**src/rtl/cam_btn_ctrl.sv**
```systemverilog
// Purpose: sync, debounce and mode-shape N_CH camera buttons (level / toggle / one-shot) on one clock.
// Latency: btn to btn_rise = 2 sync + 1..DIV to first tick + (DEB_SAMPLES-1)*DIV + 1 cycles; btn_val one cycle later.
// Backpressure: none; inputs are raw levels and outputs are free-running strobes/levels.
module cam_btn_ctrl #(
  parameter int                  N_CH        = 3,
  parameter int                  DIV         = 1200000,
  parameter int                  DEB_SAMPLES = 3,
  parameter int                  PULSE_LEN   = 24,
  parameter logic [2*N_CH-1:0]   MODES       = 6'b011000,
  parameter logic [N_CH-1:0]     TOG_INIT    = 3'b000
) (
  input  logic            clk,
  input  logic            reset,
  input  logic [N_CH-1:0] btn,
  output logic [N_CH-1:0] btn_val,
  output logic [N_CH-1:0] btn_rise,
  output logic            tick
);

  localparam int PW  = (DIV > 1)         ? $clog2(DIV)         : 1;
  localparam int CW  = (DEB_SAMPLES > 1) ? $clog2(DEB_SAMPLES) : 1;
  localparam int PLW = (PULSE_LEN > 1)   ? $clog2(PULSE_LEN)   : 1;

  localparam logic [PW-1:0]  DIV_LAST   = PW'(DIV - 1);
  localparam logic [CW-1:0]  DEB_LAST   = CW'(DEB_SAMPLES - 1);
  localparam logic [PLW-1:0] PULSE_LAST = PLW'(PULSE_LEN - 1);

  localparam logic [1:0] MODE_TOGGLE  = 2'b01;
  localparam logic [1:0] MODE_ONESHOT = 2'b10;

  if (N_CH < 1 || DIV < 1 || DEB_SAMPLES < 1 || PULSE_LEN < 1) begin : g_param_err
    $error("cam_btn_ctrl: N_CH, DIV, DEB_SAMPLES and PULSE_LEN must all be >= 1");
  end

  logic [PW-1:0]   pre_cnt;
  logic [PW-1:0]   pre_nxt;
  logic [N_CH-1:0] sync_q1;
  logic [N_CH-1:0] sync_q2;
  logic [N_CH-1:0] deb;
  logic [N_CH-1:0] deb_d;

  assign pre_nxt = (pre_cnt == DIV_LAST) ? '0 : pre_cnt + 1'b1;

  // Free-running prescaler; tick is registered from the next count so it is low in reset even for DIV=1.
  always_ff @(posedge clk or negedge reset) begin
    if (!reset) begin
      pre_cnt <= '0;
      tick    <= 1'b0;
    end else begin
      pre_cnt <= pre_nxt;
      tick    <= (pre_nxt == DIV_LAST);
    end
  end

  // Two-flop synchroniser for the asynchronous button inputs.
  always_ff @(posedge clk or negedge reset) begin
    if (!reset) begin
      sync_q1 <= '0;
      sync_q2 <= '0;
    end else begin
      sync_q1 <= btn;
      sync_q2 <= sync_q1;
    end
  end

  // One-cycle delayed debounced level for edge detection.
  always_ff @(posedge clk or negedge reset) begin
    if (!reset) begin
      deb_d <= '0;
    end else begin
      deb_d <= deb;
    end
  end

  assign btn_rise = deb & ~deb_d;

  for (genvar i = 0; i < N_CH; i++) begin : g_ch
    localparam logic [1:0] MODE = MODES[2*i +: 2];

    logic [CW-1:0] deb_cnt;
    logic          deb_q;
    logic          val_q;

    // Accept a new level only after DEB_SAMPLES consecutive differing ticks; an agreeing tick restarts the count.
    always_ff @(posedge clk or negedge reset) begin
      if (!reset) begin
        deb_cnt <= '0;
        deb_q   <= 1'b0;
      end else if (tick) begin
        if (sync_q2[i] == deb_q) begin
          deb_cnt <= '0;
        end else if (deb_cnt == DEB_LAST) begin
          deb_q   <= sync_q2[i];
          deb_cnt <= '0;
        end else begin
          deb_cnt <= deb_cnt + 1'b1;
        end
      end
    end

    assign deb[i] = deb_q;

    if (MODE == MODE_TOGGLE) begin : g_toggle
      // Flip the latched output once per accepted press.
      always_ff @(posedge clk or negedge reset) begin
        if (!reset) begin
          val_q <= TOG_INIT[i];
        end else if (btn_rise[i]) begin
          val_q <= ~val_q;
        end
      end
    end else if (MODE == MODE_ONESHOT) begin : g_oneshot
      logic [PLW-1:0] pcnt;

      // Fixed-width pulse; presses during an active pulse are ignored.
      always_ff @(posedge clk or negedge reset) begin
        if (!reset) begin
          val_q <= 1'b0;
          pcnt  <= '0;
        end else if (val_q) begin
          if (pcnt == '0) begin
            val_q <= 1'b0;
          end else begin
            pcnt <= pcnt - 1'b1;
          end
        end else if (btn_rise[i]) begin
          val_q <= 1'b1;
          pcnt  <= PULSE_LAST;
        end
      end
    end else begin : g_level
      // Loading deb (deb_d's next value) keeps level outputs aligned with the other modes: one cycle after btn_rise.
      always_ff @(posedge clk or negedge reset) begin
        if (!reset) begin
          val_q <= 1'b0;
        end else begin
          val_q <= deb_q;
        end
      end
    end

    assign btn_val[i] = val_q;
  end

endmodule

```
**config.mk**
```make
export PLATFORM = sky130hd
export DESIGN_NAME = cam_btn_ctrl
export DESIGN_NICKNAME = d
export VERILOG_FILES = /design/src/rtl/cam_btn_ctrl.sv
export SDC_FILE = /design/constraint.sdc
export NUM_CORES = 1
export LEC_CHECK = 0
export ABC_AREA = 1
export BUFFER_PORTS_ARGS = -buffer_cell sky130_fd_sc_hd__buf_2
export CORE_ASPECT_RATIO = 1.4
export CORE_MARGIN = 5
export CORE_UTILIZATION = 65
export DETAILED_ROUTE_END_ITERATION = 10
export HOLD_SLACK_MARGIN = 0.06
export PLACE_DENSITY = 0.84
export SYNTH_ARGS = -nofsm -noshare
export SYNTH_HDL_FRONTEND = slang
export SYNTH_SLANG_ARGS = --single-unit
```
**constraint.sdc**
```tcl
create_clock -name clk -period 3.9 [get_ports clk]
set_input_delay 0.975 -clock clk [delete_from_list [all_inputs] [get_ports clk]]
set_output_delay 0.975 -clock clk [all_outputs]
set_load 0.1 [all_outputs]
```
=== Word level (Yosys, flattened, before mapping) ===
Cells that the tools add are included.
Widths: inputs -> output; s select.

* Bitwise gates (word level): 6
* Muxes and demuxes: 13
* Equality and inequality tests: 9
* $add $sub $neg: 5
* Reduce and logical (&&, ||, !) cells: 6

{| class="wikitable"
|+ Operators with widths
! cell !! count
|-
| $eq 21x21->1 const B || 2
|-
| $add 21x1->21 const B || 1
|-
| $mux 21 || 1
|-
| $mux 5 || 3
|-
| $mux 2 || 6
|-
| $reduce_and 3->1 || 3
|-
| $add 2x1->2 const B || 3
|-
| $eq 2x2->1 const B || 3
|-
| $logic_not 5->1 || 1
|-
| $sub 5x1->5 const B || 1
|-
| $not 1->1 || 4
|-
| $and 3x3->3 || 1
|-
| $eq 1x1->1 || 3
|-
| $mux 1 || 3
|-
| $not 3->3 || 1
|-
| $ne 2x2->1 const B || 1
|-
| $reduce_and 2->1 || 1
|-
| $reduce_bool 2->1 || 1
|}

* Register bits: 48

=== Depth between registers and ports, before layout ===
* Word-level depth: 4
* Gate-level depth with buffers: 12
* Mapped depth without buffers: 12

=== Worst setup path before layout ===
Ideal clock, no wire load.

* Path kind: reg2out
* Start: register g_ch[2].deb_q
* End: output port btn_rise[2]
* Stages on the path, launching flop included: 3
* Arrival: 1.715 ns
* Path slack: 1.210 ns
* Data required time: 2.925 ns
* Path buffers: 0
* Cell sequence: dfrtp_1 inv_1 nor2_1

* Cells in the longest elaborated chain, start to end: 1

{| class="wikitable"
|+ Ends and longest elaborated chain
! what !! RTL line !! RTL
|-
| start: declaration || 81 || <nowiki>logic deb_q;</nowiki>
|-
| start signal: assignment || 93 || <nowiki>deb_q <= sync_q2[i];</nowiki>
|-
| $and 3x3->3 || 75 || <nowiki>assign btn_rise = deb & ~deb_d;</nowiki>
|-
| end: declaration || 16 || <nowiki>output logic [N_CH-1:0] btn_rise,</nowiki>
|}

Every way passes these cells.

=== Worst setup path after layout ===
Ends and elaborated chain as after synthesis.

==> metrics.md <==
| Metric | Value |
|---|---|
| Status | `finished clean` |
| Antenna Nets Post-Route | `0` |
| Max-slew violation total from the final report | `0` |
| First-pass GRT wire length | `~8000 µm` |
| Root buffer cell | `clkbuf_8` |
| Post-Syn Nets | `around 320` |
| Worst r2r dst | `tick` |
| Cell variety after synth | `28` |
| Final WL | `between 4000 and 5000 µm` |
| Reg-to-reg slack, setup | `2000 ps` |
| Initial Util | `0.668` |
| Vias | `between 1,500 and 2,000` |
| Max_cap viols | `0` |
| Vias in the first global route | `roughly 1,900` |
| I/O pin count | `12` |
| CP startpoint kind | `flip-flop` |
| Flip-flop and latch area | `approximately 1200 µm²` |
| Longest Clk Path Bufs | `2` |
| Final setup viols | `0` |
| Register bit total from synthesis | `between 40 and 50` |
| # diodes | `0` |
| Post-CTS Setup Inserts | `0` |
| Worst reg-to-reg path cell count | `12` |
| WL per Instance | `13.0 µm` |
| Min-Delay Endpoint | `sync_q2[0]` |
| Hold path start | `sync_q1[0]` |
| Fin crit period | `~2300 ps` |
| CTS tree | `yes` |
| Worst slew pin tran | `~1000 ps` |
| GR Overflow Total | `0` |
| Sequential share of the synthesized area | `0.483` |
| Core area | `3640 µm²` |
| Total track usage | `0.222` |
| R2r startpoint | `pre_cnt[0]` |
| Initial antenna violation count | `0` |
| Worst EP required | `~2900 ps` |
| Mapped cell area | `about 2400 µm²` |
| WS Path Type | `flip-flop to output port` |
| Multi-input combinational cell area | `~1000 µm²` |
| LEAKAGE | `1.35 nW` |
| Die Width | `61.7 µm` |
| Fin crit share | `0.588` |
| Crit-path max FO | `3` |
| Clock sinks | `47` |
| Reg clk slew, reported paths | `80 ps` |
| Post_cts resized | `0` |
| TritonCTS Buffers | `5` |
| DRC | `0` |
| Endpoints failing hold | `0` |
| Layout cells sized above 1 | `0.117` |
| Peak supply drop | `0.343 mV` |
| Largest net degree at the start of global routing | `48` |
| CP arrival | `1320 ps` |
| Clock Skew | `a little over 2 ps` |
| Fill count | `283` |
| Post-DP HPWL | `3630 µm` |
| RSZ-0062 raised after global routing | `false` |
| Pwr per Cell Area | `approximately 320 nW/µm²` |
| Maximum clock rate | `436 MHz` |
| Layout area overhead | `8.12%` |
| WHS | `around 360 ps` |
| Die Y | `82.4 µm` |
| Detailed Route Iter0 Violations | `116` |
| Setup crit end kind | `output port` |
| Synthesized area per cell | `7.85 µm²` |
| DR pass1 iterations | `5` |
| Worst relative slew slack | `0.342` |
| Final #Nets | `333` |
| Die area | `5090 µm²` |
| Aggregate negative setup slack | `0 ps` |
| Via density | `5.30` |
| Row count | `26` |
| H-tree depth | `2` |
| Worst skew pair latency | `290 ps` |
| # hold bufs at CTS | `0` |
| Mapped Cells | `310` |
| RePlAce Congestion | `about 0.9` |
| Hold depth | `0` |
| Yosys warns | `0` |
| I/O Buffers | `11` |
| HP Class | `flip-flop to flip-flop` |
[cell type report]
cell class,count,share of cell area
Tap cell,42,0.0200
Inverter,54,0.0770
Multi-Input combinational cell,206,0.392
Clock buffer,5,0.0262
Clock inverter,3,0.0166
Timing Repair Buffer,11,0.0209
Sequential cell,47,0.447
[Yosys cell counts]
master    count  area, µm²
nor3_1        7       35.0
dfrtp_1      47       1180
inv_1        53        199
o21bai_1      2       15.0
inv_2         1       3.75
or2_2         2       12.5
nor4b_1       1       8.76
xor2_1        5       43.8
o31ai_1       4       30.0
ha_1          3       37.5
xnor2_1       2       17.5
nand4_1      10       62.6
nand2_2       3       18.8
nand3b_1      1       7.51
nor2_2        7       43.8
a31oi_1       1       6.26
or2_1         1       6.26
nor2_1       41        154
buf_4         3       22.5
o21ai_0       9       45.0
nand3_4       1       17.5
o22ai_1       1       6.26
a22oi_1       1       7.51
nand3_2       2       20.0
nor2_4        3       33.8
o21a_1        1       7.51
nand3_1      22        110
nand2_1      76        285
[kinds of logic after synthesis]
family,count (synthesis),synth area share
AND/OR/NAND/NOR,177,0.335
buffers and inverters,57,0.0925
flip-flops,47,0.483
AO/OA/AOI/OAI,19,0.0483
XOR/XNOR,7,0.0252
adder cells (fa/ha/maj),3,0.0154
[critical path, cell delays in order, from the launching register on]
cell and delay [ps]:
dfrtp_1 380, inv_1 60, nor2_1 130, buf_2 450
[stage by stage]
step | total power, mW | cell area [µm²] | setup slack (ps) | instances | util
6_report | 0.854 | 2630 | 1610 | 368 | 0.722
5_1_grt | 0.892 | 2630 | 1500 | 368 | 0.722
4_1_cts | 0.865 | 2630 | 1580 | 368 | 0.722
3_5_place_dp | 0.514 | 2520 | 1910 | 360 | 0.691
3_3_place_gp | 0.513 | 2520 | 1950 | 360 | 0.691
2_1_floorplan | 0.502 | 2430 | 1210 | 310 | -
[per-layer routing]
layer | vias to the layer above | GRT usage | part of all wire
met5 | - | 0 | 0
li1 | 993 | - | -
met2 | 49 | 0.392 | 0.52
met4 | 0 | 0.123 | 0.033
met3 | 16 | 0.0482 | 0.036
met1 | 894 | 0.236 | 0.41
[flip-flops by register name (all words and copies together), names as in the netlist]
name                 count
g_ch.g_oneshot.pcnt      5
g_ch.deb_q               3
g_ch.deb_cnt             6
sync_q2                  3
g_ch.val_q               2
tick                     1
deb_d                    3
pre_cnt                 21
sync_q1                  3
[where the power goes]
group          internal [mW]  switching, mW  total (mW)  leakage [nW]
clock network          0.191          0.160       0.351        0.0581
registers              0.490        0.00150       0.491         0.629
logic                0.00201        0.00974      0.0118         0.661
total                  0.683          0.171       0.854          1.35
[how the worst max path moves through the flow]
stage                   from           to  slack, ps  depth (start not counted)
4_1_cts        g_ch[2].deb_q  btn_rise[2]       1580                          3
6_report       g_ch[2].deb_q  btn_rise[2]       1610                          3
2_1_floorplan  g_ch[2].deb_q  btn_rise[2]       1210                          2
5_1_grt        g_ch[2].deb_q  btn_rise[2]       1500                          3
3_5_place_dp   g_ch[2].deb_q  btn_rise[2]       1910                          3
3_3_place_gp   g_ch[2].deb_q  btn_rise[2]       1950                          3
[cells in the final DEF, fill, tap and decap left out, types with 7 or more instances in the layout]
master / count
nor3_1: 7
nand4_1: 10
nor2_2: 7
buf_2: 11
inv_1: 53
nand2_1: 76
nor2_1: 41
nand3_1: 22
o21ai_0: 9
dfrtp_1: 47
Note: power is estimated with default switching activity, not from simulation.
